[src/rtl/hazard_scheduler.sv]
// hazard_scheduler
// Decode-stage hazard controller. Tracks the three in-flight writers
// (EX, MEM, WB) in a small scoreboard, publishes them as a forwarding vector,
// inserts load-use bubbles, flushes wrong-path fetches on an EX redirect and
// sequences the pipeline drain after a HALT.
//
// Ports
//   clk, rst      clock and synchronous active-high reset
//   Id_*          decode-stage instruction description (valid, sources, uses,
//                 destination, regwrite, load, halt)
//   Ex_redirect   branch/jump resolved taken in EX this cycle
//   Stall_if      hold PC and the IF/ID register
//   Stall_id      hold decode (do not advance into EX)
//   Bubble_ex     load a NOP into the ID/EX register
//   Flush_id      clear the IF/ID register
//   Fwd_vector    {WBv,WBreg,MEMv,MEMreg,EXv,EXreg}
//   Halted        pipeline drained after HALT, sticky until rst
//   err           sticky protocol error
module hazard_scheduler #(
    parameter int LOAD_STALL_CYCLES = 1,
    parameter int DRAIN_CYCLES      = 3
) (
    input  logic        clk,
    input  logic        rst,
    input  logic        Id_valid,
    input  logic [2:0]  Id_src_a,
    input  logic [2:0]  Id_src_b,
    input  logic        Id_use_a,
    input  logic        Id_use_b,
    input  logic [2:0]  Id_dest,
    input  logic        Id_regwrite,
    input  logic        Id_memread,
    input  logic        Id_halt,
    input  logic        Ex_redirect,
    output logic        Stall_if,
    output logic        Stall_id,
    output logic        Bubble_ex,
    output logic        Flush_id,
    output logic [11:0] Fwd_vector,
    output logic        Halted,
    output logic        err
);

    localparam logic [1:0] ST_RUN    = 2'd0;
    localparam logic [1:0] ST_STALL  = 2'd1;
    localparam logic [1:0] ST_DRAIN  = 2'd2;
    localparam logic [1:0] ST_HALTED = 2'd3;

    // Counters are loaded with "remaining cycles after this one".
    localparam logic [3:0] STALL_INIT = 4'(LOAD_STALL_CYCLES - 1);
    localparam logic [3:0] DRAIN_INIT = 4'(DRAIN_CYCLES - 1);

    logic [1:0] state, state_nxt;
    logic [3:0] cnt, cnt_nxt;
    logic       err_set;

    logic       ex_valid, ex_load, mem_valid, wb_valid;
    logic [2:0] ex_dest, mem_dest, wb_dest;

    logic       load_use;
    logic       id_writes;

    assign id_writes = Id_valid & Id_regwrite;

    assign load_use = Id_valid & ex_valid & ex_load &
                      ((Id_use_a & (Id_src_a == ex_dest)) |
                       (Id_use_b & (Id_src_b == ex_dest)));

    // A load still in EX has no data yet, so it is not offered for forwarding.
    assign Fwd_vector = {wb_valid, wb_dest, mem_valid, mem_dest,
                         ex_valid & ~ex_load, ex_dest};

    assign Halted = (state == ST_HALTED);

    always_comb begin
        Stall_if  = 1'b0;
        Stall_id  = 1'b0;
        Bubble_ex = 1'b0;
        Flush_id  = 1'b0;
        state_nxt = state;
        cnt_nxt   = cnt;
        err_set   = Id_valid & Id_halt & Id_regwrite;

        case (state)
            ST_RUN: begin
                // Redirect outranks everything: the ID instruction is wrong-path.
                if (Ex_redirect) begin
                    Flush_id  = 1'b1;
                    Bubble_ex = 1'b1;
                end else if (load_use) begin
                    Stall_if  = 1'b1;
                    Stall_id  = 1'b1;
                    Bubble_ex = 1'b1;
                    if (STALL_INIT != 4'd0) begin
                        state_nxt = ST_STALL;
                        cnt_nxt   = STALL_INIT;
                    end
                end else if (Id_valid & Id_halt) begin
                    Stall_if = 1'b1;
                    if (DRAIN_INIT != 4'd0) begin
                        state_nxt = ST_DRAIN;
                        cnt_nxt   = DRAIN_INIT;
                    end else begin
                        state_nxt = ST_HALTED;
                    end
                end
            end
            ST_STALL: begin
                if (Ex_redirect) begin
                    Flush_id  = 1'b1;
                    Bubble_ex = 1'b1;
                    state_nxt = ST_RUN;
                    cnt_nxt   = 4'd0;
                end else begin
                    Stall_if  = 1'b1;
                    Stall_id  = 1'b1;
                    Bubble_ex = 1'b1;
                    cnt_nxt   = cnt - 4'd1;
                    if (cnt == 4'd1) begin
                        state_nxt = ST_RUN;
                    end
                end
            end
            ST_DRAIN: begin
                // HALT is the youngest live instruction, so a redirect here is a protocol error.
                Stall_if = 1'b1;
                Flush_id = 1'b1;
                cnt_nxt  = cnt - 4'd1;
                if (cnt == 4'd1) begin
                    state_nxt = ST_HALTED;
                end
                if (Ex_redirect) begin
                    err_set = 1'b1;
                end
            end
            default: begin
                Stall_if = 1'b1;
                Stall_id = 1'b1;
                if (Ex_redirect) begin
                    err_set = 1'b1;
                end
            end
        endcase
    end

    always_ff @(posedge clk) begin
        if (rst) begin
            state <= ST_RUN;
            cnt   <= 4'd0;
            err   <= 1'b0;
        end else begin
            state <= state_nxt;
            cnt   <= cnt_nxt;
            if (err_set) begin
                err <= 1'b1;
            end
        end
    end

    // Scoreboard shift; frozen once halted. Invalid entries carry dest 0.
    always_ff @(posedge clk) begin
        if (rst) begin
            ex_valid  <= 1'b0;
            ex_dest   <= 3'd0;
            ex_load   <= 1'b0;
            mem_valid <= 1'b0;
            mem_dest  <= 3'd0;
            wb_valid  <= 1'b0;
            wb_dest   <= 3'd0;
        end else if (state != ST_HALTED) begin
            wb_valid  <= mem_valid;
            wb_dest   <= mem_dest;
            mem_valid <= ex_valid;
            mem_dest  <= ex_dest;
            if (Bubble_ex || !id_writes) begin
                ex_valid <= 1'b0;
                ex_dest  <= 3'd0;
                ex_load  <= 1'b0;
            end else begin
                ex_valid <= 1'b1;
                ex_dest  <= Id_dest;
                ex_load  <= Id_memread;
            end
        end
    end

endmodule

[config.mk]
export PLATFORM = sky130hd
export DESIGN_NAME = hazard_scheduler
export DESIGN_NICKNAME = d
export VERILOG_FILES = /design/src/rtl/hazard_scheduler.sv
export SDC_FILE = /design/constraint.sdc
export NUM_CORES = 1
export LEC_CHECK = 0
export CAP_MARGIN = 15
export CELL_PAD_IN_SITES_DETAIL_PLACEMENT = 1
export CELL_PAD_IN_SITES_GLOBAL_PLACEMENT = 1
export CORE_MARGIN = 2
export CORE_UTILIZATION = 33
export CTS_BUF_LIST = sky130_fd_sc_hd__clkbuf_16
export DETAILED_ROUTE_END_ITERATION = 12
export GPL_TIMING_DRIVEN = 0
export MAX_ROUTING_LAYER = met4
export PLACE_DENSITY = 0.79
export REMOVE_ABC_BUFFERS = 1
export SETUP_SLACK_MARGIN = 0.02
export SYNTH_ARGS = -nofsm -noshare
export SYNTH_HDL_FRONTEND = slang
export SYNTH_SLANG_ARGS = --single-unit
export TNS_END_PERCENT = 10
[constraint.sdc]
create_clock -name clk -period 2 [get_ports clk]
set_input_delay 0.4 -clock clk [delete_from_list [all_inputs] [get_ports clk]]
set_output_delay 0.4 -clock clk [all_outputs]
set_load 0.01 [all_outputs]
==> flow_summary.toml, run 1 <==
[detailed_routing]
drc = 0
viasPerCell = 5.16
dr.pass1.iters = 6
drt_iter0_markers = 14
num_vias = 1057
ant_nets = 0
wl_per_cell_um = 17.0
wirelength_mm = 3.49

[final_layout]
fin_cells = 205
nFillCells = 368
nNetsFinal = 185
n_antenna_cell = 0
drive_gt1_share_pct = 28.9
area_growth_syn_to_layout_pct = 58.5

[grt]
grt_util_all_layers_pct = 20.8
antenna_found_initial = 0
grt_pass1_vias = 1094
grt_pass1_wl_mm = 5.44
grt_max_degree = 21
overflow = 0

[floorplan]
io_pins = 36
die-area_um2 = 3830
start_util_pct = 33.7
fp.dieW_um = 61.9
core_area_um2 = 3280
die_h_um = 61.9
num_rows = 21

[sta]
slew_viol_final = 0
post-route-worst-setup-slack_ns = -0.0863
hold_viol = 0
fmax_mhz = 479
period_needed_ns = 2.09
finalCritPeriodShare_pct = 104
setup_tns_ns = -0.125
rsz0062_at_grt = "yes"
whs_ns = 0.503
fin_skew_ns = 0.00270
setup_violations = 2
relSlewSlack_pct = 49.0
tightest_slew_ns = 0.762

[placement]
dp_hpwl_mm = 2.21
portBuffers = 35
gp_congestion = 0.724
dp.cells = 190
place_ws_ns = -0.648

[logic_synthesis]
netlist_area_um2 = 1110
synth_top_family_by_area = "compound AO/OA/AOI/OAI gates"
ys_types = 35
yosys.area_share.adder_pct = 7.91
synth_largest_area_cell = "dfxtp_1"
ys_top_cells_by_area = "dfxtp_1, mux2i_1, ha_1, a32o_1, nor2_1"
synth_xor_area_share_pct = 4.75
synth_top_area_share_pct = 36.2
seq_area_frac_synth_pct = 36.2
synth-compound-area-share_pct = 18.9
synthSimpleGateAreaFrac_pct = 17.3
syn_inst = 114
avgSynthCellArea_um2 = 9.71
synth-seq-cells = 20
synthMuxAreaShare_pct = 10.5
yosys_warnings = 0

[power]
powerDensity_nw_per_um2 = 774
p_leak_nw = 0.685
fin_total_pwr_mw = 1.36
peakVddDrop_uv = 325

[clock_tree]
htree_levels = 1
path_clk_slew_ns = 0.06
clk_path_buf_depth = 2
cts_tree = "done"
clockRootBuffer = "clkbuf_16"
cts_hold_buf = 0
cts.sinks = 20
cts_buffers = 3
insertion_delay_ns = 0.25

[worst_setup_path]
crit_slowest_cell = "a21oi_2"
crit_path_cell_trace = "clkdlybuf4s15_1 -> xnor2_2 -> nand4_1 -> a21oi_2 -> buf_4 -> buf_6 -> a211oi_2 -> o22ai_1 -> buf_2"
r2r_cells = 7
worstPathArrival_ns = 1.69
worst-path-stages = 9
path_buf_inv = 4
cp_max_fo = 2
cp-start-kind = "primary input"
cp_top_family = "buffers and inverters"
cp-end-kind = "output port"
cp_slowest_stage_delay_ns = 0.21
crit_type = "in2out"
crit_required_ns = 1.60

[worst_hold_path]
hold_class = "reg2reg"
hold_depth = 2

[status]
status = "finished, violations left"
failed_checks = "setup timing"

[job]
maxCapViolCount = 0
## through the flow
stage | instance area [um^2] | util (%)
after CTS | 1730 | 52.6
after floorplan | 1080 | -
after global routing | 1760 | 53.4
after global placement | 1490 | 45.3
after detailed placement | 1490 | 45.3
final | 1760 | 53.4
## final cells by class
class | instances | area (um^2) | share of cell area (%)
Multi-Input combinational cell | 83 | 746 | 42.5
Sequential cell | 20 | 414 | 23.6
Timing Repair Buffer | 46 | 410 | 23.4
Clock buffer | 3 | 75.1 | 4.28
Tap cell | 46 | 57.6 | 3.28
Clock inverter | 1 | 30.0 | 1.71
Inverter | 6 | 22.5 | 1.28
## cells by family after synthesis
logic type,count (synthesis)
flip-flops,20
adder cells (fa/ha/maj),7
buffers and inverters,11
multiplexers,11
AND/OR/NAND/NOR,34
AO/OA/AOI/OAI,25
XOR/XNOR,6
## metal layers
layer  part of all wire (%)  GRT usage (%)  routed length, um
met5                      0              -                  0
met4                    1.9           6.69                 66
met1                     40           22.6               1380
met2                     54           37.3               1870
met3                    5.0           4.97                174
## power breakdown
group	internal [mW]	leakage [nW]	switching, mW
Sequential	0.422	0.166	0.0254
Combinational	0.180	0.468	0.176
Clock	0.397	0.0511	0.158
Total	0.999	0.685	0.360
## Yosys cell counts
cell / instances
buf_2: 1
nor2b_1: 4
or2_2: 1
a21oi_1: 5
o22ai_2: 1
mux2_2: 1
o211ai_1: 1
dfxtp_1: 20
inv_1: 6
nand3b_1: 1
nor2_1: 16
o21bai_1: 1
nand4_1: 3
ha_1: 7
a211oi_1: 1
o22ai_1: 1
mux2_4: 1
a21oi_2: 1
clkbuf_1: 2
a32o_1: 6
nor3_1: 2
o21ai_1: 3
nor4bb_4: 1
nor3b_1: 2
o2bb2ai_1: 1
buf_4: 2
o211a_1: 1
nand3_1: 2
o21a_4: 1
xnor2_1: 6
and2b_1: 1
mux2i_1: 9
a31o_4: 1
o31ai_1: 1
or3_1: 1
## worst paths after layout
| path | startpoint | endpoint | slack (ns) |
|---|---|---|---|
| max reg2reg | state[1] | state[1] | 0.02 |
| max | Id_src_b[1] | Stall_if | -0.09 |
| min reg2reg | wb_dest[2] | wb_dest[2] | 0.50 |
| min | wb_dest[2] | wb_dest[2] | 0.50 |
## cell usage in the layout (no fill, tap or decap), types with 2 or more instances in the layout
cell type	n
buf_2	3
clkdlybuf4s15_2	2
nand3_1	2
nand4_1	3
dfxtp_4	3
nor2b_1	4
nor3_1	2
a21oi_2	2
mux2i_1	9
buf_4	10
clkdlybuf4s15_1	2
clkdlybuf4s50_1	20
ha_4	2
dlygate4sd2_1	5
inv_1	5
dfxtp_1	15
nor2_1	16
nor3b_1	2
xnor2_2	6
ha_1	5
a21oi_1	4
clkbuf_16	3
clkbuf_2	2
dfxtp_2	2
o21ai_1	3
a32o_1	6
## flip-flops by register name (all words and copies together), names as in the netlist
register and cells:
ex_dest 3, state 2, ex_load 1, ex_valid 1, mem_valid 1, wb_dest 3, err 1, mem_dest 3
wb_valid 1, cnt 4
## worst min-delay path: cells and delay by family (launching register included)
kind / cells / cell delay (ns)
DFF: 1 / 0.33
muxes: 1 / 0.07
and+or+nand+nor: 1 / 0.07
## what timing repair did
action	4_1_cts	5_1_grt
buffers inserted	10	1
endpoints found under the setup margin	11	6
hold endpoints to repair	0	0
pin swaps	11	6
gates resized for setup	49	9
Power figures use the tool's default switching activity.
==> inputs of run 2 (changes only) <==
--- a/config.mk
+++ b/config.mk
@@ -15,3 +15,2 @@
 export GPL_TIMING_DRIVEN = 0
-export MAX_ROUTING_LAYER = met4
 export PLACE_DENSITY = 0.79
--- a/constraint.sdc
+++ b/constraint.sdc
@@ -3,2 +3,2 @@
 set_output_delay 0.4 -clock clk [all_outputs]
-set_load 0.01 [all_outputs]
+set_load 0.05 [all_outputs]
==> flow_summary.toml, run 2 (synthesized netlist as in run 1, its figures left out) <==
[status]
status = "finished, violations left"
failed_checks = "setup timing"

[clock_tree]
cts_hold_buf = 0
insertion_delay_ns = 0.25
clockRootBuffer = "clkbuf_16"
clk_path_buf_depth = 2
cts.sinks = 20
cts_tree = "done"
htree_levels = 1
path_clk_slew_ns = 0.06
cts_buffers = 3

[final_layout]
stdcell_area_um2 = 1740
top_register = "cnt"
area_growth_syn_to_layout_pct = 57.3
drive_gt1_share_pct = 27.9
nNetsFinal = 180
nFillCells = 355
layout_commonest_cell = "clkdlybuf4s50_1"
layout_common_cells = "clkdlybuf4s50_1, nor2_1, dfxtp_1, mux2i_1, buf_4"
largest_reg_flops = 4
n_antenna_cell = 0

[detailed_routing]
wl_per_cell_um = 17.0
dr.pass1.iters = 4
viasPerCell = 5.11
wirelength_mm = 3.39
ant_nets = 0
drc = 0
num_vias = 1021
drt_iter0_markers = 17

[power]
fin_total_pwr_mw = 1.42
p_leak_nw = 0.655
peakVddDrop_uv = 456
powerDensity_nw_per_um2 = 815

[sta]
tightest_slew_ns = 0.757
hold_viol = 0
setup_violations = 3
slew_viol_final = 0
rsz0062_at_grt = "yes"
whs_ns = 0.504
setup_tns_ns = -0.225
relSlewSlack_pct = 49.4
finalCritPeriodShare_pct = 104
fmax_mhz = 479
period_needed_ns = 2.09
fin_skew_ns = 0.00185
post-route-worst-setup-slack_ns = -0.0860

[floorplan]
die_h_um = 61.9
die-area_um2 = 3830
num_rows = 21
fp.dieW_um = 61.9
start_util_pct = 33.7
core_area_um2 = 3280
io_pins = 36

[worst_setup_path]
worstPathArrival_ns = 1.69
cp-end-kind = "output port"
cp_slowest_stage_delay_ns = 0.25
cp_max_fo = 4
r2r-start = "state[0]"
crit_type = "in2out"
reg2reg_slack_ns = 0.10
r2r-end = "state[1]"
cp_top_family = "buffers and inverters"
r2r_cells = 6
path_buf_inv = 4
cp-start-kind = "primary input"
crit_required_ns = 1.60
crit_path_cell_trace = "clkdlybuf4s15_1 -> xnor2_2 -> nand4_1 -> a21oi_4 -> buf_4 -> o22ai_4 -> inv_2 -> buf_8"
crit_slowest_cell = "a21oi_4"

[worst_hold_path]
hold_end = "wb_dest[2]"
hold_class = "reg2reg"
min_from = "wb_dest[2]"
hold_depth = 2

[job]
maxCapViolCount = 0

[grt]
grt_pass1_vias = 1098
grt_util_all_layers_pct = 19.6
overflow = 0
grt_pass1_wl_mm = 5.29
grt_max_degree = 21
antenna_found_initial = 0

[placement]
post_dp_cell_area_um2 = 1490
portBuffers = 35
dp_hpwl_mm = 2.21
place_ws_ns = -0.915
gp_congestion = 0.716
-- run 2: cell types whose count changed in the layout (fill, tap and decap cells not counted), sizes merged --
cell,change
buf,-5
clkbuf,-1
clkdlybuf4s15,+2
clkdlybuf4s50,-1
dlygate4sd2,+1
dlymetal6s2s,-1
-- run 2: metrics by stage --
stage          cells  util, %
2_1_floorplan    109        -
3_3_place_gp     190     45.3
3_5_place_dp     190     45.3
4_1_cts          199     52.2
5_1_grt          200     53.0
6_report         200     53.0
-- run 2: power by group --
part	internal, mW	switching (mW)
sequential	0.422	0.0267
combinational	0.179	0.242
clock	0.397	0.152
-- run 2: what timing repair did --
action	CTS	global route
pin swaps	11	3
gates resized for setup	62	7
endpoints found under the setup margin	12	5
buffers inserted	5	1
-- run 2: how the worst max path moves through the flow --
stage,from,endpoint,slack (ns),cells past startpoint
2_1_floorplan,ex_dest[0],Stall_if,-0.51,5
3_3_place_gp,Id_src_b[0],Stall_id,-0.88,7
3_5_place_dp,Id_src_a[1],Stall_id,-0.91,7
4_1_cts,ex_dest[0],Stall_id,-0.1,6
5_1_grt,ex_dest[2],Stall_id,-0.17,6
6_report,Id_src_a[2],Bubble_ex,-0.09,8
-- run 2: routing by layer --
layer	track usage, %	up-vias	wire, um
li1	-	492	-
met1	21.4	486	1270
met2	36.2	34	1850
met4	6.69	0	66
met3	5.59	9	204
met5	0	-	0
-- run 2: cell type report --
type                       count  area, um^2  share of cell area [%]
tap                           46        57.6                    3.30
multi-input combinational     83         756                    43.4
timing repair buffer          41         387                    22.2
inverter                       6        22.5                    1.29
clock buffer                   3        75.1                    4.31
sequential                    20         414                    23.8
clock inverter                 1        30.0                    1.72
-- run 2: worst reg2reg max path, delay by kind of cell (launching register included) --
family                   cells  cell delay (ns)
AO/OA/AOI/OAI                3             0.53
adder cells (fa/ha/maj)      1             0.25
multiplexers                 1             0.29
AND/OR/NAND/NOR              1             0.36
flip-flops                   1             0.36
